--- config.mk ---
export PLATFORM = sky130hd
export DESIGN_NAME = instr_encoder_flat
export DESIGN_NICKNAME = d
export VERILOG_FILES = /design/src/rtl/instr_encoder_pkg.sv /design/src/rtl/instr_encoder_if.sv /design/src/rtl/instr_encoder_sync_fifo.sv /design/src/rtl/instr_encoder.sv /design/src/flat_wrapper.sv
export SDC_FILE = /design/constraint.sdc
export NUM_CORES = 1
export LEC_CHECK = 0
export CAP_MARGIN = 10
export CORE_MARGIN = 2
export CORE_UTILIZATION = 45
export DETAILED_ROUTE_END_ITERATION = 10
export PLACE_DENSITY = 0.7
export SYNTH_ARGS = -nofsm -noshare
export SYNTH_HDL_FRONTEND = slang
export SYNTH_SLANG_ARGS = --single-unit
--- constraint.sdc ---
create_clock -name clk -period 3.68 [get_ports clk]
set_clock_uncertainty 0.2 [all_clocks]
set_input_delay 0.552 -clock clk [delete_from_list [all_inputs] [get_ports clk]]
set_output_delay 0.552 -clock clk [all_outputs]
set_load 0.01 [all_outputs]
--- src/rtl/instr_encoder_pkg.sv ---
// Shared RV32I encoding types: instruction format codes, opcode constants,
// and an immediate range helper used by the legality checks.
package instr_encoder_pkg;

    typedef enum logic [2:0] {
        FMT_R = 3'd0,
        FMT_I = 3'd1,
        FMT_S = 3'd2,
        FMT_B = 3'd3,
        FMT_U = 3'd4,
        FMT_J = 3'd5
    } instr_format_t;

    localparam logic [6:0] OP_R      = 7'b0110011;
    localparam logic [6:0] OP_IMM    = 7'b0010011;
    localparam logic [6:0] OP_LOAD   = 7'b0000011;
    localparam logic [6:0] OP_STORE  = 7'b0100011;
    localparam logic [6:0] OP_BRANCH = 7'b1100011;
    localparam logic [6:0] OP_JAL    = 7'b1101111;
    localparam logic [6:0] OP_JALR   = 7'b1100111;
    localparam logic [6:0] OP_LUI    = 7'b0110111;
    localparam logic [6:0] OP_AUIPC  = 7'b0010111;

    localparam logic [2:0] F3_SLLI   = 3'b001;
    localparam logic [2:0] F3_SRXI   = 3'b101;

    // True when every bit above msb equals bit msb, i.e. the value is the
    // sign extension of its low (msb+1) bits.
    function automatic logic fits_signed(input logic signed [31:0] v, input int msb);
        logic ok;
        ok = 1'b1;
        for (int b = 0; b < 32; b++) begin
            if (b > msb && v[b] != v[msb]) ok = 1'b0;
        end
        return ok;
    endfunction

endpackage

--- src/rtl/instr_encoder_if.sv ---
// Field-tuple input handshake and instruction-memory write handshake.
// master = producer of fields / consumer of memory writes (bench or loader),
// slave  = the encoder.
interface instr_encoder_if #(
    parameter int ADDR_WIDTH = 12
);
    logic                  in_valid;
    logic                  in_ready;
    logic [2:0]            in_format;
    logic [6:0]            in_opcode;
    logic [2:0]            in_funct3;
    logic [6:0]            in_funct7;
    logic [4:0]            in_rd;
    logic [4:0]            in_rs1;
    logic [4:0]            in_rs2;
    logic [31:0]           in_imm;
    logic                  mem_valid;
    logic                  mem_ready;
    logic [ADDR_WIDTH-1:0] mem_addr;
    logic [31:0]           mem_wdata;

    modport master (
        output in_valid, in_format, in_opcode, in_funct3, in_funct7,
               in_rd, in_rs1, in_rs2, in_imm, mem_ready,
        input  in_ready, mem_valid, mem_addr, mem_wdata
    );

    modport slave (
        input  in_valid, in_format, in_opcode, in_funct3, in_funct7,
               in_rd, in_rs1, in_rs2, in_imm, mem_ready,
        output in_ready, mem_valid, mem_addr, mem_wdata
    );
endinterface

--- src/rtl/instr_encoder_sync_fifo.sv ---
// Synchronous FIFO with extra-bit pointers. Pointers are reset; the storage
// array is not, since nothing reads it while the FIFO is empty.
module sync_fifo #(
    parameter int WIDTH = 32,
    parameter int DEPTH = 4
) (
    input  logic                     clk,
    input  logic                     rst_n,
    input  logic                     i_push,
    input  logic [WIDTH-1:0]         i_data,
    input  logic                     i_pop,
    output logic [WIDTH-1:0]         o_data,
    output logic                     o_full,
    output logic                     o_empty,
    output logic [$clog2(DEPTH):0]   o_count
);
    localparam int AW = $clog2(DEPTH);

    logic [WIDTH-1:0] r_mem [DEPTH];
    logic [AW:0]      r_wr_ptr;
    logic [AW:0]      r_rd_ptr;
    logic             w_push;
    logic             w_pop;

    assign o_full  = (r_wr_ptr[AW] != r_rd_ptr[AW]) && (r_wr_ptr[AW-1:0] == r_rd_ptr[AW-1:0]);
    assign o_empty = (r_wr_ptr == r_rd_ptr);
    assign o_count = r_wr_ptr - r_rd_ptr;
    assign o_data  = r_mem[r_rd_ptr[AW-1:0]];

    // Full/empty are taken from current state, so a push into a full FIFO is
    // refused even when a pop happens on the same edge.
    assign w_push  = i_push && !o_full;
    assign w_pop   = i_pop && !o_empty;

    // Read/write pointer advance.
    always_ff @(posedge clk or negedge rst_n) begin
        if (!rst_n) begin
            r_wr_ptr <= '0;
            r_rd_ptr <= '0;
        end else begin
            if (w_push) r_wr_ptr <= r_wr_ptr + 1'b1;
            if (w_pop)  r_rd_ptr <= r_rd_ptr + 1'b1;
        end
    end

    // Entry storage write.
    always_ff @(posedge clk) begin
        if (w_push) r_mem[r_wr_ptr[AW-1:0]] <= i_data;
    end

endmodule

--- src/rtl/instr_encoder.sv ---
// RV32I instruction encoder: packs field tuples into 32-bit words, drops
// tuples whose immediate cannot be represented, and streams the words into
// sequential instruction-memory addresses through a small FIFO.
module instr_encoder
    import instr_encoder_pkg::*;
#(
    parameter int FIFO_DEPTH = 4,
    parameter int ADDR_WIDTH = 12,
    parameter int BASE_ADDR  = 0
) (
    input  logic                  clk,
    input  logic                  rst_n,
    instr_encoder_if.slave        bus,
    output logic                  enc_error,
    output logic [7:0]            err_count,
    output logic [ADDR_WIDTH-2:0] word_count
);
    localparam int CW = $clog2(FIFO_DEPTH) + 1;
    localparam logic [ADDR_WIDTH-1:0] ADDR_BASE = ADDR_WIDTH'(BASE_ADDR);
    localparam logic [ADDR_WIDTH-1:0] ADDR_STEP = ADDR_WIDTH'(4);
    localparam logic [ADDR_WIDTH-2:0] WC_STEP   = (ADDR_WIDTH-1)'(1);

    logic signed [31:0]    w_imm;
    logic [31:0]           w_word;
    logic                  w_legal;
    logic                  w_is_shift;
    logic                  w_accept;
    logic                  w_pop;
    logic                  w_full;
    logic                  w_empty;
    logic [CW-1:0]         w_count;
    logic [31:0]           w_head;
    logic [ADDR_WIDTH-1:0] r_addr;
    logic [ADDR_WIDTH-2:0] r_word_count;
    logic [7:0]            r_err_count;
    logic                  r_enc_error;

    assign w_imm      = bus.in_imm;
    assign w_is_shift = (bus.in_opcode == OP_IMM) &&
                        ((bus.in_funct3 == F3_SLLI) || (bus.in_funct3 == F3_SRXI));

    // Field packing with immediate scrambling and representability check.
    always_comb begin
        w_word  = '0;
        w_legal = 1'b0;
        case (bus.in_format)
            FMT_R: begin
                w_word  = {bus.in_funct7, bus.in_rs2, bus.in_rs1, bus.in_funct3, bus.in_rd, bus.in_opcode};
                w_legal = 1'b1;
            end
            FMT_I: begin
                if (w_is_shift) begin
                    w_word  = {bus.in_funct7, w_imm[4:0], bus.in_rs1, bus.in_funct3, bus.in_rd, bus.in_opcode};
                    w_legal = (w_imm[31:5] == '0);
                end else begin
                    w_word  = {w_imm[11:0], bus.in_rs1, bus.in_funct3, bus.in_rd, bus.in_opcode};
                    w_legal = fits_signed(w_imm, 11);
                end
            end
            FMT_S: begin
                w_word  = {w_imm[11:5], bus.in_rs2, bus.in_rs1, bus.in_funct3, w_imm[4:0], bus.in_opcode};
                w_legal = fits_signed(w_imm, 11);
            end
            FMT_B: begin
                w_word  = {w_imm[12], w_imm[10:5], bus.in_rs2, bus.in_rs1, bus.in_funct3,
                           w_imm[4:1], w_imm[11], bus.in_opcode};
                w_legal = fits_signed(w_imm, 12) && !w_imm[0];
            end
            FMT_U: begin
                w_word  = {w_imm[31:12], bus.in_rd, bus.in_opcode};
                w_legal = (w_imm[11:0] == '0);
            end
            FMT_J: begin
                w_word  = {w_imm[20], w_imm[10:1], w_imm[11], w_imm[19:12], bus.in_rd, bus.in_opcode};
                w_legal = fits_signed(w_imm, 20) && !w_imm[0];
            end
            default: begin
                w_word  = '0;
                w_legal = 1'b0;
            end
        endcase
    end

    assign bus.in_ready = !w_full;
    assign w_accept     = bus.in_valid && !w_full;
    assign w_pop        = bus.mem_valid && bus.mem_ready;

    sync_fifo #(
        .WIDTH (32),
        .DEPTH (FIFO_DEPTH)
    ) u_fifo (
        .clk     (clk),
        .rst_n   (rst_n),
        .i_push  (w_accept && w_legal),
        .i_data  (w_word),
        .i_pop   (w_pop),
        .o_data  (w_head),
        .o_full  (w_full),
        .o_empty (w_empty),
        .o_count (w_count)
    );

    // Head is forced to zero while empty so the unreset storage never leaks out.
    assign bus.mem_valid = (w_count != '0);
    assign bus.mem_wdata = w_empty ? 32'h0 : w_head;
    assign bus.mem_addr  = r_addr;

    // Write address and written-word counter, both advancing per pop and wrapping.
    always_ff @(posedge clk or negedge rst_n) begin
        if (!rst_n) begin
            r_addr       <= ADDR_BASE;
            r_word_count <= '0;
        end else if (w_pop) begin
            r_addr       <= r_addr + ADDR_STEP;
            r_word_count <= r_word_count + WC_STEP;
        end
    end

    // Rejected-tuple pulse and saturating reject counter.
    always_ff @(posedge clk or negedge rst_n) begin
        if (!rst_n) begin
            r_enc_error <= 1'b0;
            r_err_count <= '0;
        end else begin
            r_enc_error <= w_accept && !w_legal;
            if (w_accept && !w_legal && (r_err_count != 8'hFF)) begin
                r_err_count <= r_err_count + 8'd1;
            end
        end
    end

    assign enc_error  = r_enc_error;
    assign err_count  = r_err_count;
    assign word_count = r_word_count;

endmodule

--- src/flat_wrapper.sv ---
// flat-port wrapper written by rule: the top's interface ports become plain ports
module instr_encoder_flat import instr_encoder_pkg::*;
#(
    parameter int FIFO_DEPTH = 4,
    parameter int ADDR_WIDTH = 12,
    parameter int BASE_ADDR  = 0
)
  (clk, rst_n, enc_error, err_count, word_count, bus_in_valid, bus_in_format, bus_in_opcode, bus_in_funct3, bus_in_funct7, bus_in_rd, bus_in_rs1, bus_in_rs2, bus_in_imm, bus_mem_ready, bus_in_ready, bus_mem_valid, bus_mem_addr, bus_mem_wdata);
  instr_encoder_if #(.ADDR_WIDTH(ADDR_WIDTH)) bus_i ();
  input  logic clk;
  input  logic rst_n;
  output logic enc_error;
  output logic [7:0] err_count;
  output logic [ADDR_WIDTH-2:0] word_count;
  input wire logic [$bits(bus_i.in_valid)-1:0] bus_in_valid;
  input wire logic [$bits(bus_i.in_format)-1:0] bus_in_format;
  input wire logic [$bits(bus_i.in_opcode)-1:0] bus_in_opcode;
  input wire logic [$bits(bus_i.in_funct3)-1:0] bus_in_funct3;
  input wire logic [$bits(bus_i.in_funct7)-1:0] bus_in_funct7;
  input wire logic [$bits(bus_i.in_rd)-1:0] bus_in_rd;
  input wire logic [$bits(bus_i.in_rs1)-1:0] bus_in_rs1;
  input wire logic [$bits(bus_i.in_rs2)-1:0] bus_in_rs2;
  input wire logic [$bits(bus_i.in_imm)-1:0] bus_in_imm;
  input wire logic [$bits(bus_i.mem_ready)-1:0] bus_mem_ready;
  output wire logic [$bits(bus_i.in_ready)-1:0] bus_in_ready;
  output wire logic [$bits(bus_i.mem_valid)-1:0] bus_mem_valid;
  output wire logic [$bits(bus_i.mem_addr)-1:0] bus_mem_addr;
  output wire logic [$bits(bus_i.mem_wdata)-1:0] bus_mem_wdata;
  assign bus_i.in_valid = bus_in_valid;
  assign bus_i.in_format = bus_in_format;
  assign bus_i.in_opcode = bus_in_opcode;
  assign bus_i.in_funct3 = bus_in_funct3;
  assign bus_i.in_funct7 = bus_in_funct7;
  assign bus_i.in_rd = bus_in_rd;
  assign bus_i.in_rs1 = bus_in_rs1;
  assign bus_i.in_rs2 = bus_in_rs2;
  assign bus_i.in_imm = bus_in_imm;
  assign bus_i.mem_ready = bus_mem_ready;
  assign bus_in_ready = bus_i.in_ready;
  assign bus_mem_valid = bus_i.mem_valid;
  assign bus_mem_addr = bus_i.mem_addr;
  assign bus_mem_wdata = bus_i.mem_wdata;
  instr_encoder #(.FIFO_DEPTH(FIFO_DEPTH), .ADDR_WIDTH(ADDR_WIDTH), .BASE_ADDR(BASE_ADDR)) u_core (.clk(clk), .rst_n(rst_n), .bus(bus_i), .enc_error(enc_error), .err_count(err_count), .word_count(word_count));
endmodule
# After elaboration in Yosys (flattened, before gate mapping)
# Memory sizes are Yosys's and may differ from the RTL's.
# Index checks and enable logic that the tools add are counted.
[totals]
mem_bits_rw = 128
output_inout_bits = 66
register_bits = 38
wordCells = 154
mem_count = 1
input_bits = 71
[classes]
muxes = 59
eq_ne = 62
add_sub_neg = 6
n_reduce_logical = 20
[mem_list]
columns = ["memory", "words", "word_bits", "rd", "rd_clocked_by_memory_dff", "wr", "line", "source"]
rows = [
  ["u_core.u_fifo.r_mem", 4, 32, 1, 0, 1, "instr_encoder_sync_fifo.sv:19", "logic [WIDTH-1:0] r_mem [DEPTH];"],
]
[op_table]
columns = ["op", "n"]
rows = [
  ["$pmux 32 s6", 1],
  ["$mux 32", 2],
  ["$mux 1", 55],
  ["$ne 1x1->1", 51],
  ["$logic_not 27->1", 1],
  ["$add 12x3->12 const B", 1],
  ["$logic_not 12->1", 1],
  ["$add 11x1->11 const B", 1],
  ["$logic_and 1x1->1", 11],
  ["$eq 3x3->1 const B", 3],
  ["$add 8x1->8 const B", 1],
  ["$ne 8x8->1 const B", 1],
  ["$eq 7x5->1 const B", 1],
  ["$add 3x1->3 const B", 2],
  ["$eq 3x1->1 const B", 2],
  ["$eq 3x2->1 const B", 2],
  ["$pmux 1 s6", 1],
  ["$logic_not 1->1", 4],
  ["$eq 3x3->1", 1],
  ["$logic_not 3->1", 1],
  ["$reduce_bool 3->1", 1],
  ["$sub 3x3->3", 1],
  ["$eq 2x2->1", 1],
  ["$logic_or 1x1->1", 1],
]

# Depth between registers and ports, before layout
[depth]
depth_word = 27
mapped_depth = 10
mapped_depth_nobuf = 8

# Hierarchy
# Synthesis repeated with hierarchy kept, for this count alone.
[hier_totals]
cells_unflattened = 493
area_unflattened_um2 = 7435.9
[modules_own_cells]
columns = ["module", "cells_each", "seq_area_each_um2", "n_inst", "area_each_um2"]
rows = [
  ["sync_fifo", 212, 3993.8, 1, 5076.1],
  ["instr_encoder", 281, 750.7, 1, 2359.8],
]

# Least setup slack after synthesis
# Ideal clock, no wire load.
[synth_timing]
path_kind = "input to register"
from = "input port bus_in_format[2]"
to = "memory u_core.u_fifo.r_mem[3][0] (enable)"
slack_ps = 532
t_arrival_ps = 2561
stages = 7
t_required_ps = 3093
setup_time_ps = 387
n_path_buf = 1
path_cell_list = "buf_2 -> nand4b_1 -> or4_1 -> o32a_1 -> o211ai_2 -> o211ai_1 -> inv_1"
[synth_via]
elab_chain_cells = 6
elab_cells_between_ends = 11
cone_classes = "5 x eq/ne; 3 x mux; 3 x reduce/logical"
[synth_rtl]
columns = ["item", "line", "source"]
rows = [
  ["start, declared", "flat_wrapper.sv:16", "input wire logic [$bits(bus_i.in_format)-1:0] bus_in_format;"],
  ["$eq 3x3->1, or another cell as far along", "instr_encoder.sv:46", "case (bus.in_format)"],
  ["$pmux 1 s6 *", "instr_encoder.sv:46", ""],
  ["$logic_and 1x1->1 *", "instr_encoder.sv:94", ".i_push (w_accept && w_legal),"],
  ["$logic_and 1x1->1 *", "instr_encoder_sync_fifo.sv:32", "assign w_push = i_push && !o_full;"],
  ["$mux 1 *", "instr_encoder_sync_fifo.sv:48", "if (w_push) r_mem[r_wr_ptr[AW-1:0]] <= i_data;"],
  ["$mux 1 (not written as such) *", "instr_encoder_sync_fifo.sv:48", ""],
  ["end, declared", "instr_encoder_sync_fifo.sv:19", ""],
]
# Every way passes the cells marked *; elsewhere a longest branch is shown, timed or not.

# Final worst setup path
[layout_timing]
from = "register u_core.u_fifo.r_wr_ptr[0]"
to = "output port bus_mem_wdata[16]"
[layout_via]
elab_chain_cells = 2
[layout_rtl]
columns = ["item", "line", "source"]
rows = [
  ["start, declared", "instr_encoder_sync_fifo.sv:20", "logic [AW:0] r_wr_ptr;"],
  ["start signal, assigned", "instr_encoder_sync_fifo.sv:41", "if (w_push) r_wr_ptr <= r_wr_ptr + 1'b1;"],
  ["$eq 3x3->1", "instr_encoder_sync_fifo.sv:26", "assign o_empty = (r_wr_ptr == r_rd_ptr);"],
  ["$mux 32", "instr_encoder.sv:105", "assign bus.mem_wdata = w_empty ? 32'h0 : w_head;"],
  ["end, declared", "flat_wrapper.sv:28", "output wire logic [$bits(bus_i.mem_wdata)-1:0] bus_mem_wdata;"],
]
# Every way passes these cells.

==> flow_summary.json <==
{
  "ys_seq_area_share_pct": 64.1,
  "io_buffers": 134,
  "max_cap_violations": 0,
  "clock_path_buffers": 2,
  "vias_per_cell": 5.50,
  "nFillCells": 1222,
  "layout_commonest_cell": "clkdlybuf4s50_1",
  "outcome": "finished, final reports clean",
  "cp.required_ps": 2930,
  "rows": 46,
  "initial_core_util_pct": 46.2,
  "cts_root_buffer": "clkbuf_16",
  "worstPathMaxFanout": 26,
  "hold_path_end": "u_core.word_count[10]",
  "vias": 4811,
  "synthCells": 484,
  "die_area_mm2": 0.0175,
  "clockPowerShare_pct": 25.7,
  "holdBufCountCts": 0,
  "areaGrowthSynthToFinish_pct": 32.5,
  "critPathKind": "register to output port",
  "r2r-start": "u_core.u_fifo.r_wr_ptr[0]",
  "pwr-share-seq_pct": 34.5,
  "cts_tree": "done",
  "post-route-util_pct": 61.3,
  "total_power_w": 0.00692,
  "h-tree-depth": 4,
  "rrSetupSlack_ps": 1160,
  "critPathCaptureType": "output port",
  "drt_first_iter_violations": 381,
  "drtPass1Iterations": 5,
  "intPower_w": 0.00469,
  "core_area_mm2": 0.0160,
  "synth_async_sr_flop_share_pct": 22.0,
  "cts_setup_buffers": 0,
  "p_comb_share_pct": 39.8,
  "routabilityCongestion": 0.885,
  "ant_nets": 0,
  "die_w_um": 132,
  "fp.dieH_um": 132,
  "grt_setup_unrepaired": "false",
  "synth_edf_count": 128,
  "antenna_found_initial": 0,
  "hold_class": "register to register",
  "grt_pass1_vias": 5011,
  "worst-r2r-cell-count": 7,
  "syn_avg_cell_area_um2": 15.3,
  "p_sw_w": 0.00222,
  "finalSetupViolCount": 0,
  "peakVddDrop_v": 0.000388,
  "final.min_clock_period_ps": 3500,
  "layout_common_cells": "clkdlybuf4s50_1 (134), edfxtp_1 (128), nor2b_1 (36)",
  "timing.fmax_mhz": 286,
  "track_usage_pct": 20.3,
  "tightest_slew_ps": 774,
  "synth.cell_area_mm2": 0.00740,
  "multiInputGateArea_mm2": 0.00248,
  "worstPathArrival_ps": 2750,
  "hold_violations": 0,
  "overflow": 0,
  "whs_path_depth": 1,
  "cp-startpoint": "u_core.u_fifo.r_wr_ptr[0]",
  "rr_endpoint": "u_core.err_count[1]",
  "regArea_mm2": 0.00475,
  "post-place-ws_ps": 276,
  "ios": 137,
  "yosysWarnings": 0,
  "synth_ff_type": "edfxtp_1",
  "switching_share_pct": 32.2,
  "hpwl_um": 12100,
  "drc": 0,
  "cts_resized": 0,
  "clkLatencyLatePin_ps": 420,
  "hp-start": "u_core.word_count[10]",
  "finalCritPeriodShare_pct": 95.1,
  "finalWorstSetupSlack_ps": 180,
  "antenna_cells": 0,
  "synth-seq-cells": 164,
  "wl_per_cell_um": 19.4,
  "setup.worst_path.start_class": "register",
  "clk_pin_slew_ps": 70,
  "slew_viol_final": 0,
  "relSlewSlack_pct": 48.0,
  "tns_ps": 0,
  "finalWirelength_um": 17000,
  "grt_pass1_wl_um": 27100,
  "whs_ps": 279,
  "cts-buffers-inserted": 17,
  "cts_num_sinks": 164,
  "nets": 727,
  "p_per_area_mw_per_mm2": 705,
  "power_leakage_nw": 3.58,
  "drive_gt1_share_pct": 17.0,
  "ys_types": 56,
  "grt_max_degree": 35
}
-- synthesized netlist by cell type (all sizes together), types with 3 or more instances --
library cell | count | area (um2)
edfxtp | 128 | 3840
dfrtp | 36 | 901
nor2b | 36 | 225
mux4 | 32 | 721
nand2 | 26 | 97.6
inv | 21 | 78.8
xnor2 | 16 | 140
xor2 | 16 | 148
nor2 | 15 | 63.8
clkbuf | 12 | 45.0
o21ai | 12 | 60.1
ha | 11 | 138
nor3 | 11 | 60.1
nand3 | 10 | 55.1
nand4 | 10 | 62.6
and2 | 9 | 56.3
a22o | 8 | 70.1
buf | 8 | 47.5
a222oi | 6 | 60.1
and3 | 6 | 37.5
mux2 | 6 | 71.3
nor4 | 6 | 37.5
a22oi | 4 | 30.0
a31oi | 3 | 33.8
and2b | 3 | 26.3
mux2i | 3 | 30.0
nand4b | 3 | 26.3
o31ai | 3 | 27.5
or4 | 3 | 30.0
-- area by class of cell --
type	instances	area share (%)
sequential	164	48.4
timing repair buffer	161	16.5
clock inverter	15	1.81
tap	216	2.76
inverter	22	0.842
clock buffer	17	4.34
multi-input combinational	279	25.3
-- worst max path at each step --
| stage | endpoint | slack, ps | depth (start not counted) |
|---|---|---|---|
| finish | bus_mem_wdata[16] | 180 | 7 |
| global route | bus_mem_wdata[16] | 70 | 7 |
| CTS | bus_mem_wdata[16] | 190 | 7 |
| detailed placement | u_core.u_fifo.r_mem[3][14] | 280 | 9 |
| global placement | u_core.u_fifo.r_mem[1][14] | 350 | 8 |
| floorplan | u_core.u_fifo.r_mem[3][0] | 530 | 7 |
-- registers in the layout, summed over array words and instances (netlist names) --
name	flops
u_core.bus.mem_addr	10
u_core.enc_error	1
u_core.err_count	8
u_core.u_fifo.r_mem	128
u_core.u_fifo.r_rd_ptr	3
u_core.u_fifo.r_wr_ptr	3
u_core.word_count	11
-- logic make-up after synthesis --
| family | share of synthesized area, % |
|---|---|
| other | 0.0507 |
| muxes | 11.1 |
| and+or+nand+nor | 11.3 |
| adders and majority gates | 1.86 |
| buffers and inverters | 2.37 |
| DFF | 64.1 |
| xor gates and xnor gates | 3.89 |
| AOI/OAI and AO/OA | 5.33 |
-- per-stage QoR --
stage               cells  cell area, um2
floorplan             485            7400
global placement      842            9200
detailed placement    842            9200
CTS                   874            9810
global route          874            9810
finish                874            9810
-- worst max-delay path, stage by stage (launching register included) --
cell and delay [ps]:
dfrtp_1 420, inv_1 110, ha_1 410, nand2_1 130, nor2_2 50, buf_4 250
nor2b_1 330, clkdlybuf4s50_1 610
-- routing by layer --
layer	up-vias	global-route usage [%]	part of all wire [%]
li1	2180	-	-
met1	2452	25.5	41
met2	159	34.9	52
met3	20	3.88	4.6
met4	0	7.77	1.9
met5	-	0	0
-- power by group through the flow --
| stage | Clock [W] | Sequential, W | Combinational [W] |
|---|---|---|---|
| global placement | 0 | 0.00242 | 0.00275 |
| detailed placement | 0 | 0.00242 | 0.00278 |
| CTS | 0.00181 | 0.00238 | 0.00280 |
| floorplan | 0 | 0.00243 | 0.00143 |
| finish | 0.00178 | 0.00239 | 0.00276 |
| global route | 0.00188 | 0.00241 | 0.00297 |
Note: power is estimated with default switching activity, not from simulation.
